### config.mk
export PLATFORM = sky130hd
export DESIGN_NAME = opl3_sample_fifo
export DESIGN_NICKNAME = d
export VERILOG_FILES = /design/src/rtl/opl3_pkg.sv /design/src/rtl/sample_fifo_mem.sv /design/src/rtl/opl3_sample_fifo.sv
export SDC_FILE = /design/constraint.sdc
export NUM_CORES = 1
export LEC_CHECK = 0
export ABC_CLOCK_PERIOD_IN_PS = 6450
export BUFFER_PORTS_ARGS = -buffer_cell sky130_fd_sc_hd__buf_2
export CAP_MARGIN = 15
export CORE_MARGIN = 3
export CORE_UTILIZATION = 50
export CTS_CLUSTER_DIAMETER = 200
export DETAILED_ROUTE_END_ITERATION = 6
export GPL_ROUTABILITY_DRIVEN = 0
export GPL_TIMING_DRIVEN = 1
export PLACE_DENSITY = 0.8
export SLEW_MARGIN = 20
export SYNTH_ARGS = -nofsm -noshare
export SYNTH_HDL_FRONTEND = slang
export SYNTH_HIERARCHICAL = 1
export SYNTH_SLANG_ARGS = --single-unit
### constraint.sdc
create_clock -name clk -period 6.45 [get_ports clk]
set_clock_uncertainty 0.2 [all_clocks]
set_input_delay 0.645 -clock clk [delete_from_list [all_inputs] [get_ports clk]]
set_output_delay 0.645 -clock clk [all_outputs]
set_load 0.01 [all_outputs]
### src/rtl/opl3_pkg.sv
// Shared OPL3 datapath types and constants.
package opl3_pkg;

    localparam int SAMPLE_WIDTH           = 16;
    localparam int OPL3_SAMPLE_FIFO_DEPTH = 8;

    typedef struct packed {
        logic signed [SAMPLE_WIDTH-1:0] l;
        logic signed [SAMPLE_WIDTH-1:0] r;
    } stereo_sample_t;

endpackage

### src/rtl/sample_fifo_mem.sv
// Simple dual-port sample storage, DEPTH-1 entries, synchronous write and registered read.
module sample_fifo_mem
    import opl3_pkg::*;
#(
    parameter int DEPTH = OPL3_SAMPLE_FIFO_DEPTH
) (
    input  logic                          clk,
    input  logic                          wr_en_i,
    input  logic [$clog2(DEPTH)-1:0]      wr_addr_i,
    input  logic [2*SAMPLE_WIDTH-1:0]     wr_data_i,
    input  logic [$clog2(DEPTH)-1:0]      rd_addr_i,
    output logic [2*SAMPLE_WIDTH-1:0]     rd_data_o
);

    logic [2*SAMPLE_WIDTH-1:0] mem_q [DEPTH-1];
    logic [2*SAMPLE_WIDTH-1:0] rd_data_q;

    // Storage write port.
    always_ff @(posedge clk) begin
        if (wr_en_i) begin
            mem_q[wr_addr_i] <= wr_data_i;
        end
    end

    // Registered read; a same-address write is forwarded so the read register never holds stale data.
    always_ff @(posedge clk) begin
        if (wr_en_i && (wr_addr_i == rd_addr_i)) begin
            rd_data_q <= wr_data_i;
        end else begin
            rd_data_q <= mem_q[rd_addr_i];
        end
    end

    assign rd_data_o = rd_data_q;

endmodule

### src/rtl/opl3_sample_fifo.sv
// Stereo sample FIFO between the channel accumulator and the sample consumer,
// with a registered output slot, drop-newest overflow policy and saturating statistics.
module opl3_sample_fifo
    import opl3_pkg::*;
#(
    parameter int DEPTH      = OPL3_SAMPLE_FIFO_DEPTH,
    parameter int STAT_WIDTH = 8
) (
    input  logic                           clk,
    input  logic                           reset,
    input  logic                           channel_valid,
    input  logic signed [SAMPLE_WIDTH-1:0] channel_l,
    input  logic signed [SAMPLE_WIDTH-1:0] channel_r,
    output logic                           out_valid,
    input  logic                           out_ready,
    output logic signed [SAMPLE_WIDTH-1:0] out_l,
    output logic signed [SAMPLE_WIDTH-1:0] out_r,
    output logic [$clog2(DEPTH):0]         level,
    output logic                           overflow,
    output logic [STAT_WIDTH-1:0]          overflow_count,
    output logic [STAT_WIDTH-1:0]          underrun_count,
    input  logic                           clr_stats
);

    localparam int PW = $clog2(DEPTH);
    localparam int LW = PW + 1;

    logic [PW-1:0]         rd_ptr_q, rd_ptr_d, wr_ptr_q, wr_ptr_d;
    logic [PW-1:0]         count_q, count_d;
    logic [LW-1:0]         level_q, level_d;
    stereo_sample_t        out_q, out_d, in_s;
    logic                  out_valid_q, out_valid_d;
    logic                  overflow_q, overflow_d;
    logic [STAT_WIDTH-1:0] ovf_cnt_q, ovf_cnt_d, und_cnt_q, und_cnt_d;
    logic                  pop_s, full_s, accept_s, drop_s, underrun_s, mem_we_s;
    logic [2*SAMPLE_WIDTH-1:0] mem_rdata_s;

    function automatic logic [PW-1:0] ptr_inc(input logic [PW-1:0] p);
        return (p == PW'(DEPTH - 2)) ? '0 : p + PW'(1);
    endfunction

    function automatic logic [STAT_WIDTH-1:0] sat_inc(input logic [STAT_WIDTH-1:0] c);
        return (&c) ? c : c + STAT_WIDTH'(1);
    endfunction

    assign in_s = {channel_l, channel_r};

    // Next-state for pointers, output slot, occupancy and statistics.
    always_comb begin
        rd_ptr_d    = rd_ptr_q;
        wr_ptr_d    = wr_ptr_q;
        count_d     = count_q;
        out_d       = out_q;
        out_valid_d = out_valid_q;
        overflow_d  = overflow_q;
        ovf_cnt_d   = ovf_cnt_q;
        und_cnt_d   = und_cnt_q;
        mem_we_s    = 1'b0;

        pop_s      = out_valid_q & out_ready;
        full_s     = (level_q == LW'(DEPTH));
        accept_s   = channel_valid & (~full_s | pop_s);
        drop_s     = channel_valid & ~accept_s;
        underrun_s = out_ready & ~out_valid_q;

        if (!out_valid_q || pop_s) begin
            // Output slot is free at the edge: refill from storage first, else fall through.
            if (count_q != '0) begin
                out_d       = mem_rdata_s;
                out_valid_d = 1'b1;
                rd_ptr_d    = ptr_inc(rd_ptr_q);
                if (accept_s) begin
                    mem_we_s = 1'b1;
                    wr_ptr_d = ptr_inc(wr_ptr_q);
                end else begin
                    count_d = count_q - PW'(1);
                end
            end else if (accept_s) begin
                out_d       = in_s;
                out_valid_d = 1'b1;
            end else begin
                out_valid_d = 1'b0;
            end
        end else if (accept_s) begin
            mem_we_s = 1'b1;
            wr_ptr_d = ptr_inc(wr_ptr_q);
            count_d  = count_q + PW'(1);
        end else begin
            count_d = count_q;
        end

        case ({accept_s, pop_s})
            2'b10:   level_d = level_q + LW'(1);
            2'b01:   level_d = level_q - LW'(1);
            default: level_d = level_q;
        endcase

        if (clr_stats) begin
            overflow_d = 1'b0;
            ovf_cnt_d  = '0;
            und_cnt_d  = '0;
        end else begin
            if (drop_s) begin
                overflow_d = 1'b1;
                ovf_cnt_d  = sat_inc(ovf_cnt_q);
            end else begin
                ovf_cnt_d = ovf_cnt_q;
            end
            if (underrun_s) begin
                und_cnt_d = sat_inc(und_cnt_q);
            end else begin
                und_cnt_d = und_cnt_q;
            end
        end
    end

    // State registers with synchronous reset.
    always_ff @(posedge clk) begin
        if (reset) begin
            rd_ptr_q    <= '0;
            wr_ptr_q    <= '0;
            count_q     <= '0;
            level_q     <= '0;
            out_q       <= '0;
            out_valid_q <= 1'b0;
            overflow_q  <= 1'b0;
            ovf_cnt_q   <= '0;
            und_cnt_q   <= '0;
        end else begin
            rd_ptr_q    <= rd_ptr_d;
            wr_ptr_q    <= wr_ptr_d;
            count_q     <= count_d;
            level_q     <= level_d;
            out_q       <= out_d;
            out_valid_q <= out_valid_d;
            overflow_q  <= overflow_d;
            ovf_cnt_q   <= ovf_cnt_d;
            und_cnt_q   <= und_cnt_d;
        end
    end

    // Read address tracks the next read pointer so the read register always holds the head entry.
    sample_fifo_mem #(.DEPTH(DEPTH)) u_mem (
        .clk       (clk),
        .wr_en_i   (mem_we_s),
        .wr_addr_i (wr_ptr_q),
        .wr_data_i (in_s),
        .rd_addr_i (rd_ptr_d),
        .rd_data_o (mem_rdata_s)
    );

    assign out_valid      = out_valid_q;
    assign out_l          = out_q.l;
    assign out_r          = out_q.r;
    assign level          = level_q;
    assign overflow       = overflow_q;
    assign overflow_count = ovf_cnt_q;
    assign underrun_count = und_cnt_q;

endmodule
==> impl_metrics.tcl, run 1 <==
set metrics [dict create \
    status "complete, no violations" \
    dp_hpwl_mm 15.25 \
    die_h_um 164.8 \
    worst-path-buf-inv 1 \
    diodes 0 \
    fin_util_pct 57.65 \
    cp.arrival_ps 3090 \
    max-slew-margin-rel_pct 29.82 \
    ant_nets 0 \
    yosysTopAreaCell "edfxtp_1" \
    cp-end-kind "flop" \
    crit_required_ps 6410 \
    h-tree-depth 1 \
    syn_area_mm2 0.01261 \
    ys_seq_area_share_pct 63.80 \
    start_util_pct 51.41 \
    cts-resized-gates 0 \
    placed_area_mm2 0.01324 \
    period_share_pct 48.64 \
    placedCellCount 1204 \
    final_cell_mix "edfxtp_1 (224), buf_2 (90), nand2_1 (75)" \
    cp_slowest_cell "nor2_4" \
    synth_nets 878 \
    async_flop_share_pct 0 \
    fin_tns_setup_ps 0 \
    rsz0062_at_grt "no" \
    slew_viol_final 0 \
    power_mw 5.798 \
    hold_path_class "in -> reg" \
    postSynthAreaPerCell_um2 15.07 \
    cp_cell_sequence "nor3_4, buf_4, nor2_1, o21a_1, nand2b_1, nor2_4" \
    fin_ws_ps 3313 \
    wl_per_cell_um 20.48 \
    cts_buffers 28 \
    die_w_um 164.8 \
    layout_min_cycle_time_ps 3137 \
    nNetsFinal 953 \
    synth_cell_types 67 \
    powerDensity_mw_per_mm2 409.9 \
    netlist_instances 837 \
    root_buffer "clkbuf_16" \
    dp_slack_ps 2983 \
    ioPinCount 91 \
    p_leak_nw 4.623 \
    worstMarginPinSlew_ps 1050 \
    path_clk_slew_ps 60 \
    cpLargestDelayFamily "simple AND/OR/NAND/NOR gates" \
    fmax_ghz 0.3187 \
    clock_latency_ps 540 \
    ys_warn_count 6 \
    fin_area_mm2 0.01414 \
    avgViaCountPerCell 5.752 \
    die-area_mm2 0.02717 \
    synth-edff-count 224 \
    grt_max_degree 57 \
    hold_violations 0 \
    drt_iter0_drc 565 \
    start_kind "flop" \
    holdBufCountCts 0 \
    grt_pass1_wl_mm 40.49 \
    num_vias 7236 \
    ys_ff_latch 290 \
    path_max_fanout 39 \
    cts_buffer_depth 3 \
    setup_viol_count_final 0 \
    grt_pass1_vias 7342 \
    first_pass_iters 5 \
    cpPeakStageDelay_ps 880 \
    area_growth_pct 12.13 \
    drive_above_1_share_pct 31.26 \
    synthFlopType "edfxtp_1" \
    critPathKind "reg -> reg" \
    drcViolationCount 0 \
    gr-total-overflow 0 \
    routed_wl_mm 25.77 \
    port_buffers 90 \
    cts_setup_buffers 0 \
    ir_drop_mv 0.2635 \
    yosysTopAreaCellShare_pct 53.33 \
    antenna_found_initial 0 \
    fp-row-count 57 \
    cts.sink_count 290 \
    layout_commonest_cell "edfxtp_1" \
    instances_no_fill 1258 \
    yosys-top-cells-area "edfxtp_1 (53%), dfxtp_1 (10%), mux2i_1 (5.5%), mux2_4 (3.7%), a311oi_2 (3.6%)" \
    fp.coreArea_mm2 0.02453 \
    whs_ps 175.3 \
    cts_tree "built" \
    drv_cap 0 \
    track_usage_pct 18.89 \
]
## cell families after synthesis
family                   synth area share [%]
flip-flops                              63.80
AND/OR/NAND/NOR                         7.688
AO/OA/AOI/OAI                           14.85
multiplexers                            9.344
buffers and inverters                   3.303
XOR/XNOR                               0.5555
adder cells (fa/ha/maj)                0.4563
## routing by layer
metal	share of wire (%)	GRT usage [%]
met2	49	31.46
met3	4.3	2.433
met5	0	0
met4	1.5	4.461
met1	45	26.61
## Yosys cell counts (6+ instances only)
cell      instances
inv_1             6
mux2_4           31
o211ai_1          6
a31oi_1           7
mux2i_1          69
xor2_1            7
a21oi_1          38
o221ai_2         30
o211ai_2         30
nor2b_1           6
dfxtp_1          66
nand3_1           9
clkbuf_1         27
nand2_1          75
nand2b_1         40
edfxtp_1        224
and3_1            6
nor2_1           24
a311oi_2         30
buf_2            15
buf_6            12
## path summary, 6_finish.rpt
path                     start                  to  slack (ps)  depth (start not counted)
setup / recovery    count_q[2]   u_mem/mem_q[6][3]        3310                          6
hold reg to reg       overflow            overflow         270                          2
hold / removal    channel_l[4]  u_mem/mem_q[5][20]         180                          1
setup reg to reg    count_q[2]   u_mem/mem_q[6][3]        3310                          6
## worst register-to-register path: cells and delay by family, from the launching register on
kind,cells,cell delay (ps)
and+or+nand+nor,4,1470
DFF,1,520
buffers and inverters,1,300
AOI/OAI and AO/OA,1,270
## registers in the layout, summed over array words and instances (netlist names), named ones only
| register | count |
|---|---|
| u_mem/mem_q | 224 |
| out_l | 16 |
| out_r | 16 |
| overflow_count | 8 |
| underrun_count | 8 |
| level | 4 |
| count_q | 3 |
| rd_ptr_q | 3 |
| wr_ptr_q | 3 |
| out_valid | 1 |
| overflow | 1 |
## power breakdown
part | internal, mW | total (mW) | switching, mW
combinational | 0.701 | 1.88 | 1.18
clock | 0.843 | 1.52 | 0.675
sequential | 2.27 | 2.40 | 0.131
total | 3.82 | 5.80 | 1.98
## area by class of cell
class / instances / area (um^2)
flip-flops and latches: 290 / 8054
well taps: 324 / 405.4
clock inverters: 15 / 110.1
clock buffers: 37 / 734.5
fillers: 1888 / 10390
multi-input cells: 480 / 4207
repair buffers: 106 / 610.6
inverters: 6 / 22.52
Power figures use the tool's default switching activity.
==> run 2, diff against run 1 <==
--- a/config.mk
+++ b/config.mk
@@ -5,7 +5,7 @@
 export SDC_FILE = /design/constraint.sdc
 export NUM_CORES = 1
 export LEC_CHECK = 0
-export ABC_CLOCK_PERIOD_IN_PS = 6450
+export ABC_CLOCK_PERIOD_IN_PS = 3000
 export BUFFER_PORTS_ARGS = -buffer_cell sky130_fd_sc_hd__buf_2
 export CAP_MARGIN = 15
 export CORE_MARGIN = 3
==> constraint.sdc (replaced) <==
create_clock -name clk -period 3 [get_ports clk]
set_clock_uncertainty 0.2 [all_clocks]
set_input_delay 0.3 -clock clk [delete_from_list [all_inputs] [get_ports clk]]
set_output_delay 0.3 -clock clk [all_outputs]
set_load 0.01 [all_outputs]
==> impl_metrics.tcl, run 2 (synthesis gave the netlist of run 1 again) <==
set metrics [dict create \
    cp.arrival_ps 2790 \
    final_cell_mix "edfxtp_1 (224), buf_2 (90), nand2_1 (75)" \
    nNetsFinal 1006 \
    regToRegSetupSlack_ps 260 \
    crit-reg2reg-launch "count_q[0]" \
    max-slew-margin-rel_pct 53.32 \
    avgViaCountPerCell 5.769 \
    layout_commonest_cell "edfxtp_1" \
    cts_buffer_depth 3 \
    largest_reg_flops 224 \
    placedCellCount 1222 \
    p_leak_nw 4.876 \
    power_mw 12.81 \
    grt_pass1_wl_mm 42.52 \
    cp-end-kind "flop" \
    fin_ws_ps 251.4 \
    crit_required_ps 3040 \
    fin_util_pct 60.09 \
    cts.sink_count 290 \
    worstHoldStart "overflow" \
    regMostFlops "u_mem/mem_q" \
    drt_iter0_drc 555 \
    dp_hpwl_mm 16.32 \
    ir_drop_mv 0.5671 \
    ioPinCount 91 \
    slew_viol_final 0 \
    first_pass_iters 6 \
    track_usage_pct 20.00 \
    die-area_mm2 0.02717 \
    port_buffers 90 \
    fp.coreArea_mm2 0.02453 \
    drv_cap 0 \
    instances_no_fill 1311 \
    die_w_um 164.8 \
    rsz0062_at_grt "no" \
    grt_max_degree 41 \
    worstMarginPinSlew_ps 700.3 \
    path_clk_slew_ps 60 \
    powerDensity_mw_per_mm2 869.2 \
    fmax_ghz 0.3638 \
    clock_latency_ps 540 \
    fp-row-count 57 \
    period_share_pct 91.62 \
    hold_path_class "reg -> reg" \
    setup_viol_count_final 0 \
    diodes 0 \
    start_kind "primary input" \
    dp_slack_ps 288.2 \
    cts_tree "built" \
    cts-resized-gates 0 \
    status "complete, no violations" \
    hold_violations 0 \
    layout_min_cycle_time_ps 2749 \
    die_h_um 164.8 \
    root_buffer "clkbuf_16" \
    path_max_fanout 15 \
    h-tree-depth 1 \
    drive_above_1_share_pct 31.00 \
    cts_buffers 29 \
    start_util_pct 51.41 \
    drcViolationCount 0 \
    antenna_found_initial 0 \
    gr-total-overflow 0 \
    ant_nets 0 \
    critPathKind "in -> reg" \
    area_growth_pct 16.87 \
    grt_pass1_vias 7604 \
    num_vias 7563 \
    startpoint "out_ready" \
    routed_wl_mm 26.87 \
    wl_per_cell_um 20.49 \
]
==> run 2: cell count changes in the layout (fill, tap and decap cells not counted), sizes merged <==
cell         previous run  this run
buf                   106       122
bufinv                  1         2
clkinv                 13         7
inv                     6         7
dlygate4sd3             0        36
clkbuf                 37        42
==> run 2: worst paths after layout <==
path	depth (start not counted)	to
min	2	overflow
max	8	u_mem/mem_q[6][7]
min reg2reg	2	overflow
max reg2reg	6	u_mem/mem_q[6][7]
==> run 2: per-layer routing <==
metal	GRT usage [%]	vias up	share of wire (%)
met3	2.508	45	4.4
met2	34.49	202	51
met4	4.804	0	2.0
met1	27.11	3796	43
li1	-	3520	-
met5	0	-	0
==> run 2: repair_timing <==
item / in CTS / in global routing
hold buffers: 36 / 0
endpoints found under the hold margin: 270 / 0
setup buffers: 0 / 0
==> run 2: final cells by class <==
type / instances / area [um^2]
Timing Repair Buffer: 158 / 1139
Tap cell: 324 / 405.4
Clock inverter: 11 / 110.1
Multi-Input combinational cell: 480 / 4217
Fill cell: 1847 / 9792
Inverter: 6 / 22.52
Sequential cell: 290 / 8054
Clock buffer: 42 / 794.5
==> run 2: power breakdown <==
group          internal, mW  switching [mW]  total (mW)  leakage (nW)
clock                  2.01            1.44        3.44         0.436
sequential             4.89           0.331        5.22          2.57
combinational          1.62            2.54        4.15          1.87
==> run 2: per-stage QoR <==
step / area, um^2 / setup TNS (ps) / hold slack [ps]
CTS: 14740 / 0 / 267.9
global placement: 13480 / 0 / 247.2
finish: 14740 / 0 / 263.4
floorplan: 12620 / -77290 / 198.9
global route: 14740 / 0 / 309.4
detailed placement: 13480 / 0 / 254.2
==> run 2: worst max-delay path, cell delays in order <==
cell and delay, ps:
dlygate4sd3_1 540, buf_2 170, nor4b_1 150, a211oi_1 410, o21a_1 280, nand2b_1 290, nor2_4 420, buf_12 220
